<file path="src/rtl/fetch_unit.sv">
`default_nettype none
// ============================================================================
// Module      : fetch_unit
// Description : RV32I instruction-fetch stage. Owns the architectural fetch
//               PC, issues word requests to instruction memory under a credit
//               limit, queues returned words in order and applies the PCSrc
//               redirect returned by decode (flushing wrong-path work and
//               discarding late responses).
//               Optional feature macro: FETCH_MISALIGN_TRAP_EN
//                 defined   -> misaligned redirect target halts fetch and
//                              raises fetch_fault until reset
//                 undefined -> target bits [1:0] are cleared, fault tied 0
// Revision    : 1.0 - initial release
// ============================================================================
module fetch_unit #(
    parameter logic [31:0] RESET_PC   = 32'h0000_0000,
    parameter int          FIFO_DEPTH = 4
) (
    input  logic        clk,
    input  logic        rst_n,
    output logic        imem_req_valid,
    input  logic        imem_req_ready,
    output logic [31:0] imem_req_addr,
    input  logic        imem_resp_valid,
    input  logic [31:0] imem_resp_data,
    output logic [31:0] Instr,
    output logic [31:0] PC,
    output logic [31:0] PCPlus4,
    output logic        instr_valid,
    input  logic        instr_ready,
    input  logic [1:0]  PCSrc,
    input  logic [31:0] ImmExt,
    input  logic [31:0] ALUResult,
    output logic        fetch_fault
);

    localparam int               c_ptr_w = $clog2(FIFO_DEPTH);
    localparam int               c_cnt_w = c_ptr_w + 1;
    localparam int               c_sum_w = c_cnt_w + 1;
    localparam logic [31:0]      c_nop   = 32'h0000_0013;
    localparam logic [c_sum_w-1:0] c_depth = c_sum_w'(FIFO_DEPTH);

    typedef enum logic [0:0] {
        c_st_run  = 1'b0,
        c_st_halt = 1'b1
    } state_t;

    // ------------------------------------------------------------------
    // Registered state
    // ------------------------------------------------------------------
    state_t             r_state;
    logic [31:0]        r_fpc;          // next address to request
    logic [31:0]        r_resp_pc;      // address of next kept response
    logic               r_req_valid;
    logic [c_cnt_w-1:0] r_outstanding;  // accepted requests not yet answered
    logic [c_cnt_w-1:0] r_drop_cnt;     // stale responses still to discard
    logic [c_cnt_w-1:0] r_count;        // queue occupancy
    logic [c_ptr_w-1:0] r_rd_ptr;
    logic [c_ptr_w-1:0] r_wr_ptr;
    logic [31:0]        r_q_data [FIFO_DEPTH];
    logic [31:0]        r_q_addr [FIFO_DEPTH];

    // ------------------------------------------------------------------
    // Combinational control
    // ------------------------------------------------------------------
    logic               w_run;
    logic               w_head_valid;
    logic [31:0]        w_head_pc;
    logic [31:0]        w_pc;
    logic               w_pop;
    logic               w_redirect;
    logic [31:0]        w_target_raw;
    logic [31:0]        w_target;
    logic               w_misalign;
    logic               w_req_fire;
    logic               w_resp_drop;
    logic               w_push;
    logic [c_cnt_w-1:0] w_out_nxt;
    logic [c_cnt_w-1:0] w_cnt_nxt;
    logic [c_cnt_w-1:0] w_drop_nxt;
    logic [c_sum_w-1:0] w_used;
    state_t             w_state_nxt;
    logic               w_req_nxt;

    assign w_run        = (r_state == c_st_run);
    assign w_head_valid = w_run && (r_count != '0);
    assign w_head_pc    = r_q_addr[r_rd_ptr];
    assign w_pop        = w_head_valid && instr_ready;

    // PCSrc 11 is reserved and behaves like 00 (sequential, no flush).
    assign w_redirect   = w_pop && ((PCSrc == 2'b01) || (PCSrc == 2'b10));
    assign w_target_raw = (PCSrc == 2'b01) ? (w_head_pc + ImmExt)
                                           : (ALUResult & 32'hFFFF_FFFE);

`ifdef FETCH_MISALIGN_TRAP_EN
    assign w_target     = w_target_raw;
    assign w_misalign   = w_redirect && (w_target_raw[1:0] != 2'b00);
`else
    assign w_target     = w_target_raw & 32'hFFFF_FFFC;
    assign w_misalign   = 1'b0;
`endif

    assign w_req_fire   = r_req_valid && imem_req_ready;
    assign w_resp_drop  = imem_resp_valid && (r_drop_cnt != '0);

    // A response in the redirect cycle belongs to the wrong path, and
    // nothing is kept while halted.
    assign w_push       = imem_resp_valid && (r_drop_cnt == '0) && w_run && !w_redirect;

    // Outstanding count: +1 per accepted request, -1 per response.
    always_comb begin
        w_out_nxt = r_outstanding;
        if (w_req_fire && !imem_resp_valid) begin
            w_out_nxt = r_outstanding + c_cnt_w'(1);
        end else if (!w_req_fire && imem_resp_valid) begin
            w_out_nxt = r_outstanding - c_cnt_w'(1);
        end
    end

    // Queue occupancy: flushed on redirect, otherwise push/pop balance.
    always_comb begin
        w_cnt_nxt = r_count;
        if (w_redirect) begin
            w_cnt_nxt = '0;
        end else if (w_push && !w_pop) begin
            w_cnt_nxt = r_count + c_cnt_w'(1);
        end else if (!w_push && w_pop) begin
            w_cnt_nxt = r_count - c_cnt_w'(1);
        end
    end

    // Every request still in flight after a redirect is wrong-path, including
    // one accepted in the redirect cycle itself.
    always_comb begin
        w_drop_nxt = r_drop_cnt;
        if (w_redirect) begin
            w_drop_nxt = w_out_nxt;
        end else if (w_resp_drop) begin
            w_drop_nxt = r_drop_cnt - c_cnt_w'(1);
        end
    end

    // Next-state and credit check for the registered request valid.
    always_comb begin
        w_state_nxt = r_state;
        if (w_misalign) begin
            w_state_nxt = c_st_halt;
        end
        w_used    = {1'b0, w_cnt_nxt} + {1'b0, w_out_nxt};
        w_req_nxt = (w_state_nxt == c_st_run) && !w_redirect && (w_used < c_depth);
    end

    // Control state, pointers and fetch/response address tracking.
    always_ff @(posedge clk or negedge rst_n) begin
        if (!rst_n) begin
            r_state       <= c_st_run;
            r_fpc         <= RESET_PC;
            r_resp_pc     <= RESET_PC;
            r_req_valid   <= 1'b0;
            r_outstanding <= '0;
            r_drop_cnt    <= '0;
            r_count       <= '0;
            r_rd_ptr      <= '0;
            r_wr_ptr      <= '0;
        end else begin
            r_state       <= w_state_nxt;
            r_req_valid   <= w_req_nxt;
            r_outstanding <= w_out_nxt;
            r_drop_cnt    <= w_drop_nxt;
            r_count       <= w_cnt_nxt;
            if (w_redirect) begin
                r_fpc     <= w_target;
                r_resp_pc <= w_target;
                r_rd_ptr  <= '0;
                r_wr_ptr  <= '0;
            end else begin
                if (w_req_fire) begin
                    r_fpc <= r_fpc + 32'd4;
                end
                if (w_push) begin
                    r_resp_pc <= r_resp_pc + 32'd4;
                    r_wr_ptr  <= r_wr_ptr + c_ptr_w'(1);
                end
                if (w_pop) begin
                    r_rd_ptr <= r_rd_ptr + c_ptr_w'(1);
                end
            end
        end
    end

    // Queue storage: kept responses with the address they were fetched from.
    always_ff @(posedge clk) begin
        if (w_push) begin
            r_q_data[r_wr_ptr] <= imem_resp_data;
            r_q_addr[r_wr_ptr] <= r_resp_pc;
        end
    end

`ifdef FETCH_MISALIGN_TRAP_EN
    logic r_fault;

    // Sticky fault flag; only reset clears it.
    always_ff @(posedge clk or negedge rst_n) begin
        if (!rst_n) begin
            r_fault <= 1'b0;
        end else if (w_misalign) begin
            r_fault <= 1'b1;
        end
    end

    assign fetch_fault = r_fault;
`else
    assign fetch_fault = 1'b0;
`endif

    // ------------------------------------------------------------------
    // Outputs: empty queue shows a nop at the current fetch pointer.
    // ------------------------------------------------------------------
    assign w_pc           = w_head_valid ? w_head_pc : r_fpc;
    assign imem_req_valid = r_req_valid;
    assign imem_req_addr  = r_fpc;
    assign instr_valid    = w_head_valid;
    assign Instr          = w_head_valid ? r_q_data[r_rd_ptr] : c_nop;
    assign PC             = w_pc;
    assign PCPlus4        = w_pc + 32'd4;

endmodule
`default_nettype wire

</file>
<file path="config.mk">
export PLATFORM = sky130hd
export DESIGN_NAME = fetch_unit
export DESIGN_NICKNAME = d
export VERILOG_FILES = /design/src/rtl/fetch_unit.sv
export SDC_FILE = /design/constraint.sdc
export NUM_CORES = 1
export LEC_CHECK = 0
export CAP_MARGIN = 20
export CORE_MARGIN = 5
export CORE_UTILIZATION = 41
export CTS_CLUSTER_DIAMETER = 60
export DETAILED_ROUTE_END_ITERATION = 7
export GPL_ROUTABILITY_DRIVEN = 0
export GPL_TIMING_DRIVEN = 0
export SETUP_SLACK_MARGIN = 0.15
export SLEW_MARGIN = 15
export SYNTH_ARGS = -nofsm -noshare
export SYNTH_HDL_FRONTEND = slang
export SYNTH_SLANG_ARGS = --single-unit
</file>
<file path="constraint.sdc">
create_clock -name clk -period 7.8 [get_ports clk]
set_clock_uncertainty 0.05 [all_clocks]
set_input_delay 1.56 -clock clk [delete_from_list [all_inputs] [get_ports clk]]
set_output_delay 1.56 -clock clk [all_outputs]
set_load 0.02 [all_outputs]
</file>
### After elaboration in Yosys (flattened, before gate mapping)

Memory sizes are Yosys's and may differ from the RTL's.
Index checks and enable logic that the tools add are counted.

| storage, ports and cells | value |
|---|---|
| flip-flop bits (word level) | 78 |
| RAM bits | 256 |
| input port bits | 103 |
| output and inout bits | 131 |
| logic and storage cells | 69 |
| memories kept | 2 |

Memories:

| memory | depth | width | read ports | clocked after memory_dff | wr ports | line | text |
|---|---|---|---|---|---|---|---|
| r_q_addr | 4 | 32 | 1 | 0 | 1 | 61 | `logic [31:0] r_q_addr [FIFO_DEPTH];` |
| r_q_data | 4 | 32 | 1 | 0 | 1 | 60 | `logic [31:0] r_q_data [FIFO_DEPTH];` |

| operators by class | value |
|---|---|
| add/subtract/negate cells | 12 |
| $lt $le $gt $ge | 1 |
| equal/unequal tests | 2 |
| multiplexer cells | 20 |
| reductions and logical operators | 24 |

Operators by type and width:

| cell | number |
|---|---|
| $mux 32 | 7 |
| $add 32x3->32 const B | 3 |
| $add 32x32->32 | 1 |
| $mux 3 | 7 |
| $logic_and 1x1->1 | 11 |
| $sub 3x1->3 const B | 3 |
| $mux 2 | 4 |
| $reduce_bool 2->1 | 4 |
| $add 3x1->3 const B | 2 |
| $reduce_bool 3->1 | 2 |
| $logic_not 1->1 | 5 |
| $add 2x1->2 const B | 2 |
| $add 3x3->4 | 1 |
| $lt 4x3->1 const B | 1 |
| $logic_not 3->1 | 1 |
| $eq 2x1->1 const B | 1 |
| $eq 2x2->1 const B | 1 |
| $mux 1 | 2 |
| $logic_or 1x1->1 | 1 |

### Depth between registers and ports, before layout

Gate-level depths: netlist of run 1.

| logic depth | value |
|---|---|
| word-level depth | 13 |
| gate-level depth with buffers | 18 |
| mapped depth without buffers | 14 |

### Worst setup path after synthesis of run 1

OpenSTA, ideal clock, no wires.

| timing path | value |
|---|---|
| path kind | reg-to-output |
| from | register r_count[1] |
| to | output port PCPlus4[28] |
| arrival time | 3.696 ns |
| data required time | 6.190 ns |
| slack | 2.494 ns |
| cell stages (with the launch flop) | 19 |
| buffers on the path | 5 |
| cells stage by stage | dfrtp_1 -> inv_1 -> ha_1 -> nor2b_1 -> inv_2 -> buf_2 -> buf_2 -> clkbuf_1 -> clkbuf_1 -> nand2_1 -> nand2_1 -> ha_1 -> nor2b_1 -> and2_1 -> and2_1 -> buf_2 -> nand2_2 -> nor4_2 -> xnor2_1 |

| on the way | value |
|---|---|
| word-level cells in the longest chain between the ends | 3 |

RTL lines:

| item | line | text |
|---|---|---|
| from (decl) | 57 | `logic [c_cnt_w-1:0] r_count;` |
| from (signal assigned) | 170 | `r_count <= w_cnt_nxt;` |
| $reduce_bool 3->1 | 86 | `assign w_head_valid = w_run && (r_count != '0);` |
| named net instr_valid | 29 | `output logic instr_valid,` |
| $mux 32 | 219 | `assign w_pc = w_head_valid ? w_head_pc : r_fpc;` |
| named net PC[3] | 27 | `output logic [31:0] PC,` |
| $add 32x3->32 | 225 | `assign PCPlus4 = w_pc + 32'd4;` |
| to (decl) | 28 | `output logic [31:0] PCPlus4,` |

The timed path passes the listed nets, and every way through them passes these cells.

### Worst setup path in the final report of run 1

| timing path | value |
|---|---|
| from | register r_count[1] |
| to | output port PCPlus4[28] |

| on the way | value |
|---|---|
| word-level cells in the longest chain between the ends | 3 |

RTL lines:

| item | line |
|---|---|
| $reduce_bool 3->1 | 86 |
| $mux 32 | 219 |
| $add 32x3->32 | 225 |

No other way between the ends.

==> metrics.yaml, run 1 <==
cap_violations: 0
cts_sinks: 322
synth_flop_cell: "edfxtp_1"
drc_errors: 0
dp_cells: 2013
yosys_warnings: 0
start_kind: "flop"
synth-edff-count: 248
yosysUniqueCellTypes: 81
nets: 1681
synth-seq-cells: 322
cts_max_level: 2
yosysTopAreaCell: "edfxtp_1"
post_cts.repair.setup_buffers: 0
slowest_stage: "clkdlybuf4s50_1"
antenna_cells: 0
drive_above_1_share_pct: 11.2
arrival_ns: 5.56
synth_cells: 1263
core_area_um2: 38800
cp-end-kind: "output port"
drv_slew: 0
numCtsBuffers: 36
finalCriticalPeriod_ns: 7.17
power_mw: 8.71
pre_cts_ws_ns: 0.308
cp.required_ns: 6.19
num-fill-cells: 3337
yosys-top-cells-count: "248 x edfxtp_1, 124 x nand2_1, 79 x a21oi_1, 74 x dfrtp_1, 64 x nor2_1"
drt_wl_total_um: 48700
viasPerCell: 5.59
tns_ns: 0
place_area_um2: 19200
syn_to_final_growth_pct: 26.3
status: "completed"
finalSetupViolCount: 0
port_buffers: 221
yosysMostFrequentCell: "edfxtp_1"
powerDensity_nw_per_um2: 426
wl_met1_um: 20500
dr.pass1.iters: 5
met3_length_um: 3990
critPathMaxStageDelay_ns: 0.62
ant_nets: 0
antenna_found_initial: 3
path_clk_slew_ns: 0.06
synth_top_cells_by_area: "edfxtp_1 46%, dfrtp_1 11%, mux4_2 8.5%"
rsz0062_at_grt: "false"
slew_headroom_pct: 25.0
boundaryPins: 234
max_clock_freq_mhz: 140
cts_hold_buffers: 0
fp-row-count: 72
grt_pass1_wl_um: 73000
final_design_area_no_fill_um2: 20500
first_iter_violations: 908
wl_per_cell_um: 23.5
vdd_drop_max_uv: 253
stdcell_count: 2077
cts_root_buffer: "clkbuf_16"
hold_viol: 0
fp.dieW_um: 209
clk_latency_ns: 0.53
num_vias: 11600
syn_area_um2: 16200
syn_avg_cell_area_um2: 12.8
period_share_pct: 91.9
start_util_pct: 41.7
clk_path_buf_depth: 3
worst_slew_pin_slew_ns: 1.12
cp_max_fo: 19
grt_usage_pct: 21.8
grt_max_degree: 44
hold_class: "flop to flop"
p_leak_nw: 7.32
yosysTopAreaCellShare_pct: 46.0
dieArea_um2: 43600
gr-total-overflow: 0
top_layer: "met5"
tritoncts: "done"
die_y_um: 209
hpwl_um: 35300
worstPathCellList: "inv_1 -> ha_1 -> nor2b_1 -> inv_2 -> buf_2 -> clkbuf_4 -> clkbuf_1 -> nand2_1 -> nand2_1 -> ha_1 -> nor2b_1 -> and2_1 -> and2_1 -> buf_2 -> nand2_2 -> nor4_2 -> xnor2_1 -> clkdlybuf4s50_1"
grt_pass1_vias: 11800
worstSetupPathType: "flop to output port"
fin_ws_ns: 0.634
wl_met2_um: 22900
synth_seq_area_share_pct: 57.4
ys_async_sr_fraction_pct: 23.0
## worst paths after layout
kind	start	to	slack [ns]	cells past startpoint
setup / recovery	r_count[1]	PCPlus4[28]	0.63	18
hold / removal	r_outstanding[2]	r_outstanding[2]	0.44	1
setup reg to reg	r_rd_ptr[1]	imem_req_addr[20]	3.38	12
hold reg to reg	r_outstanding[2]	r_outstanding[2]	0.44	1
max in group asynchronous	rst_n	r_drop_cnt[0]	6.13	2
min in group asynchronous	rst_n	imem_req_addr[11]	0.97	1
## metrics by stage
step                util, %  hold WS (ns)
CTS                    52.7         0.444
global route           52.7         0.475
global placement       49.1         0.426
finish                 52.7         0.437
floorplan                 -         0.406
detailed placement     49.5         0.434
## state kept, by name (all words and copies together) (netlist names)
signal and count:
r_resp_pc 30, imem_req_addr 30, r_count 3, r_wr_ptr 2
r_rd_ptr 2, r_q_data 128, r_drop_cnt 3, r_outstanding 3
imem_req_valid 1, r_q_addr 120
## power breakdown
part / leakage [nW] / total, mW / switching (mW) / internal [mW]
Clock: 0.602 / 1.75 / 0.670 / 1.08
Sequential: 3.12 / 2.55 / 0.328 / 2.22
Combinational: 3.59 / 4.41 / 2.47 / 1.94
Total: 7.32 / 8.71 / 3.47 / 5.24
## critical path, delay by kind of cell (launching register included)
kind / cells / cell delay (ns)
xor gates and xnor gates: 1 / 0.15
and+or+nand+nor: 8 / 1.48
DFF: 1 / 0.40
adders and majority gates: 2 / 0.35
buffers and inverters: 7 / 2.62
## final cells by class
type	instances	area (um^2)	area share, %
plain buffers	57	289	1.41
clock buffers	58	1120	5.46
clock inverters	7	116	0.569
multi-input cells	845	6460	31.6
well taps	518	648	3.17
repair buffers	226	2340	11.4
inverters	44	179	0.875
flip-flops and latches	322	9300	45.5
## kinds of logic after synthesis
logic type	count (synthesis)	synth area share [%]
muxes	85	10.1
AOI/OAI and AO/OA	232	9.11
and+or+nand+nor	389	12.2
DFF	322	57.4
adders and majority gates	46	3.56
buffers and inverters	102	2.90
xor gates and xnor gates	86	4.65
other	1	0.0232
## metal layers
layer	up-vias	global-route usage, %
li1	5290	-
met1	5755	29.1
met2	480	35.4
met3	78	5.68
met4	6	6.44
met5	-	0
## layout by cell type, fill, tap and decap left out, types with 38 or more instances in the layout
cell type | netlist | routed
nand3_1 | 42 | 42
clkbuf_16 | 0 | 39
clkdlybuf4s50_1 | 0 | 220
mux4_2 | 61 | 61
nand2_1 | 124 | 124
o21ai_0 | 38 | 38
ha_1 | 46 | 46
xor2_1 | 38 | 38
dfrtp_1 | 74 | 74
inv_1 | 42 | 42
a21oi_1 | 79 | 79
and2_1 | 44 | 44
clkbuf_1 | 30 | 41
xnor2_1 | 48 | 48
nor2_1 | 64 | 64
edfxtp_1 | 248 | 248
## what timing repair did
| action | 4_1_cts | 5_1_grt |
|---|---|---|
| gates cloned | 0 | 0 |
| endpoints found under the setup margin | 9 | 2 |
| gates resized for setup | 0 | 1 |
Note: power is estimated with default switching activity, not from simulation.
==> inputs of run 2 (changes only) <==
Settings changed: MAX_ROUTING_LAYER set to met4.
==> run 2 against run 1 <==
Against the previous run: critical path depth is the same; core utilization is essentially flat; final area is essentially flat; global-route usage grew 0.68 points; largest power group unchanged.
==> metrics.yaml, run 2 (synthesis results as in run 1) <==
status: "completed"
dr.pass1.iters: 6
finalCriticalPeriod_ns: 7.16
die_y_um: 209
p_leak_nw: 7.32
switchingPower_mw: 3.47
top_register: "r_q_data"
slew_headroom_pct: 25.5
cp-end-kind: "output port"
stdcell_count: 2080
p_int_mw: 5.24
tritoncts: "done"
numCtsBuffers: 36
slowest_stage: "clkdlybuf4s50_1"
arrival_ns: 5.55
hpwl_um: 35300
drc_errors: 0
tns_ns: 0
cp.required_ns: 6.19
powerDensity_nw_per_um2: 426
cp_max_fo: 19
multi_input_area_um2: 6460
ant_nets: 0
dp_cells: 2013
hold_class: "flop to flop"
syn_to_final_growth_pct: 26.4
cts_sinks: 322
hold_viol: 0
worstPathCellList: "inv_1 -> ha_1 -> nor2b_1 -> inv_2 -> buf_2 -> clkbuf_4 -> clkbuf_1 -> nand2_1 -> nand2_1 -> ha_1 -> nor2b_1 -> and2_1 -> and2_1 -> buf_2 -> nand2_2 -> nor4_2 -> xnor2_1 -> clkdlybuf4s50_1"
drive_above_1_share_pct: 11.2
port_buffers: 221
final_common_cell: "edfxtp_1"
seqCellArea_um2: 9300
num_vias: 11600
crit_buf_inv: 7
largestRegisters: "r_q_data (128), r_q_addr (120)"
cts_max_level: 2
switching_share_pct: 39.8
clk_latency_ns: 0.53
gr-total-overflow: 0
drt_wl_total_um: 48600
grt_max_degree: 44
cpLargestDelayFamily: "buffers and inverters"
cap_violations: 0
largest_reg_flops: 128
finalSetupViolCount: 0
wl_per_cell_um: 23.4
first_iter_violations: 930
grt_pass1_wl_um: 73000
p_clk_share_pct: 20.1
nets: 1681
worstSetupPathType: "flop to output port"
path_clk_slew_ns: 0.06
grt_usage_pct: 22.5
boundaryPins: 234
start_util_pct: 41.7
hold_ws_ns: 0.438
clk_path_buf_depth: 3
num-fill-cells: 3336
cts_hold_buffers: 0
worst_slew_pin_slew_ns: 1.11
start_kind: "flop"
critPathMaxStageDelay_ns: 0.62
dieArea_um2: 43600
antenna_found_initial: 3
grt_pass1_vias: 11800
max_clock_freq_mhz: 140
drv_slew: 0
cts_root_buffer: "clkbuf_16"
fp.dieW_um: 209
final_cell_mix: "248 x edfxtp_1, 220 x clkdlybuf4s50_1, 124 x nand2_1"
viasPerCell: 5.57
rsz0062_at_grt: "false"
comb_power_share_pct: 50.6
pwr-share-seq_pct: 29.3
vdd_drop_max_uv: 252
period_share_pct: 91.8
core_area_um2: 38800
fp-row-count: 72
## run 2: power groups by stage
stage	logic [mW]	clock network [mW]	registers [mW]
finish	4.41	1.75	2.55
global route	4.75	1.86	2.59
CTS	4.44	1.78	2.54
detailed placement	4.43	0	2.58
global placement	4.38	0	2.57
floorplan	2.62	0	2.55
## run 2: area by class of cell
class	count	area share [%]
clock buffers	58	5.46
diodes	3	0.0367
plain buffers	57	1.41
multi-input cells	845	31.6
inverters	44	0.875
clock inverters	7	0.569
flip-flops and latches	322	45.5
well taps	518	3.17
repair buffers	226	11.4
## run 2: per-stage QoR
step | power [mW] | utilization [%] | worst slack, ns | area (um^2)
finish | 8.71 | 52.7 | 0.636 | 20500
global route | 9.20 | 52.7 | 0.211 | 20500
CTS | 8.77 | 52.7 | 0.388 | 20400
detailed placement | 7.00 | 49.5 | 0.308 | 19200
global placement | 6.95 | 49.1 | 0.321 | 19100
floorplan | 5.17 | - | 2.49 | 16200
## run 2: path summary, 6_finish.rpt
path | cells after the start | start | endpoint | slack (ns)
setup / recovery | 18 | r_count[1] | PCPlus4[28] | 0.64
hold / removal | 1 | r_outstanding[2] | r_outstanding[2] | 0.44
setup reg to reg | 12 | r_rd_ptr[1] | imem_req_addr[20] | 3.38
hold reg to reg | 1 | r_outstanding[2] | r_outstanding[2] | 0.44
max in group asynchronous | 2 | rst_n | r_drop_cnt[0] | 6.13
min in group asynchronous | 1 | rst_n | imem_req_addr[11] | 0.96
## run 2: metal layers
metal	wire [um]	part of all wire (%)	up-vias	GRT usage, %
li1	-	-	5301	-
met1	20600	42	5750	29.4
met2	22800	47	454	35.3
met3	3810	7.8	77	5.47
met4	1380	2.8	0	6.44
met5	0	0	-	-
## run 2: timing repair
item,in CTS,in global routing
gates resized for setup,0,1
setup buffers,0,0
endpoints found under the setup margin,9,2
==> inputs of run 3 (changes only) <==
Settings changed: CORE_UTILIZATION 41 to 48, PLACE_DENSITY set to 0.72.
==> run 3 against run 2 <==
Against the previous run: die area shrank 14%; sequential share of layout area grew 0.36 points; core utilization grew 8.0 points; hold slack gained 0.039 ns; sequential cell count is the same; non-clock buffer count is the same; total power shrank 1.2%; register-to-register slack gained 0.12 ns; combinational power is essentially flat; setup slack lost 0.016 ns; final area shrank 0.79%; critical path type unchanged; largest power group unchanged.
==> metrics.yaml, run 3 (synthesis results as in run 1) <==
slew_headroom_pct: 24.5
switching_share_pct: 40.1
worst_slew_pin_slew_ns: 1.12
cap_violations: 0
drt_wl_total_um: 46300
multi_input_area_um2: 6460
num_vias: 11700
largestRegisters: "r_q_data (128), r_q_addr (120)"
fp-row-count: 67
p_leak_nw: 7.28
place_area_um2: 19100
powerDensity_nw_per_um2: 424
vdd_drop_max_uv: 298
path_clk_slew_ns: 0.06
grt_max_degree: 46
numCtsBuffers: 36
max_clock_freq_mhz: 139
comb_power_share_pct: 51.0
antenna_found_initial: 1
final_cell_mix: "248 x edfxtp_1, 220 x clkdlybuf4s50_1, 124 x nand2_1"
worstPathCellList: "inv_1 -> ha_1 -> nor2b_1 -> inv_2 -> buf_2 -> clkbuf_4 -> clkbuf_1 -> nand2_1 -> nand2_1 -> ha_1 -> nor2b_1 -> and2_1 -> and2_1 -> buf_2 -> nand2_2 -> nor4_2 -> xnor2_1 -> clkdlybuf4s50_1"
largest_reg_flops: 128
switchingPower_mw: 3.45
grt_pass1_wl_um: 70400
drv_slew: 0
core_area_um2: 33400
boundaryPins: 234
viasPerCell: 5.81
port_buffers: 221
seqCellArea_um2: 9300
finalCriticalPeriod_ns: 7.18
clk_latency_ns: 0.52
rsz0062_at_grt: "false"
drc_errors: 0
pwr-share-seq_pct: 29.6
status: "completed"
start_kind: "flop"
die_y_um: 194
top_register: "r_q_data"
critPathMaxStageDelay_ns: 0.62
hold_viol: 0
cpLargestDelayFamily: "buffers and inverters"
grt_usage_pct: 24.7
r2r_cells: 12
num-fill-cells: 2618
wl_per_cell_um: 23.0
holdPathStages: 1
dr.pass1.iters: 5
drive_above_1_share_pct: 11.5
hpwl_um: 33500
power_mw: 8.61
cts_max_level: 2
worstSetupPathType: "flop to output port"
gr-total-overflow: 0
period_share_pct: 92.0
grt_pass1_vias: 11900
p_int_mw: 5.15
nets: 1681
cp-end-kind: "output port"
cp.required_ns: 6.19
hold_class: "flop to flop"
tns_ns: 0
final_common_cell: "edfxtp_1"
slowest_stage: "clkdlybuf4s50_1"
start_util_pct: 48.4
first_iter_violations: 989
cts_root_buffer: "clkbuf_16"
p_clk_share_pct: 19.4
final_design_area_no_fill_um2: 20300
dieArea_um2: 37500
cp.depth: 18
tritoncts: "done"
fp.dieW_um: 194
crit_buf_inv: 7
finalSetupViolCount: 0
cp_max_fo: 19
cts_sinks: 322
ant_nets: 0
arrival_ns: 5.57
syn_to_final_growth_pct: 25.4
clk_path_buf_depth: 3
==> run 3: changes by cell type in the layout (fill, tap and decap cells not counted) <==
cell,previous run,this run
clkbuf_16,39,37
buf_16,4,3
clkinvlp_4,0,3
inv_6,2,3
buf_12,1,2
inv_8,0,1
diode_2,3,1
clkbuf_1,41,34
clkinv_2,1,7
clkinv_1,1,4
clkbuf_8,7,2
==> run 3: power by group through the flow <==
stage / Combinational, mW / Sequential, mW / Clock (mW)
finish: 4.39 / 2.55 / 1.67
global route: 4.71 / 2.58 / 1.77
CTS: 4.40 / 2.54 / 1.69
detailed placement: 4.38 / 2.57 / 0
global placement: 4.32 / 2.56 / 0
floorplan: 2.62 / 2.55 / 0
==> run 3: timing repair <==
item | CTS | global route
setup endpoints to repair | 9 | 1
buffers inserted | 0 | 0
pin swaps | 0 | 0
gates resized for setup | 0 | 1
hold buffers | 0 | 0
hold endpoints to repair | 0 | 0
==> run 3: worst paths after layout <==
path / endpoint / start / slack [ns]
min reg2reg: r_outstanding[2] / r_outstanding[2] / 0.48
min: r_outstanding[2] / r_outstanding[2] / 0.48
min in group asynchronous: imem_req_addr[5] / rst_n / 0.96
max in group asynchronous: imem_req_addr[31] / rst_n / 6.12
max: PCPlus4[28] / r_count[1] / 0.62
max reg2reg: imem_req_addr[20] / r_rd_ptr[1] / 3.50
==> run 3: cell type report <==
type                       count  area share, %
clock buffer                  44           4.79
antenna                        1         0.0123
buffer                        57           1.42
clock inverter                21          0.986
inverter                      44          0.881
timing repair buffer         226           11.5
tap                          448           2.76
sequential                   322           45.8
multi-input combinational    845           31.8
==> run 3: layer usage <==
layer | wire length (um) | part of all wire, % | vias to the layer above | GRT usage (%)
met4 | 1740 | 3.8 | 0 | 9.02
li1 | - | - | 5304 | -
met1 | 18200 | 39 | 5641 | 31.5
met5 | 0 | 0 | - | -
met2 | 22000 | 48 | 628 | 39.1
met3 | 4340 | 9.4 | 102 | 5.89
==> run 3: metrics by stage <==
stage / utilization [%] / worst slack (ns) / instances / hold WS, ns
after floorplan: - / 2.49 / 1269 / 0.406
after global placement: 56.8 / 0.342 / 1938 / 0.452
after detailed placement: 57.2 / 0.295 / 1943 / 0.452
after CTS: 60.7 / 0.368 / 2007 / 0.466
after global routing: 60.7 / 0.254 / 2008 / 0.481
final: 60.7 / 0.621 / 2008 / 0.477
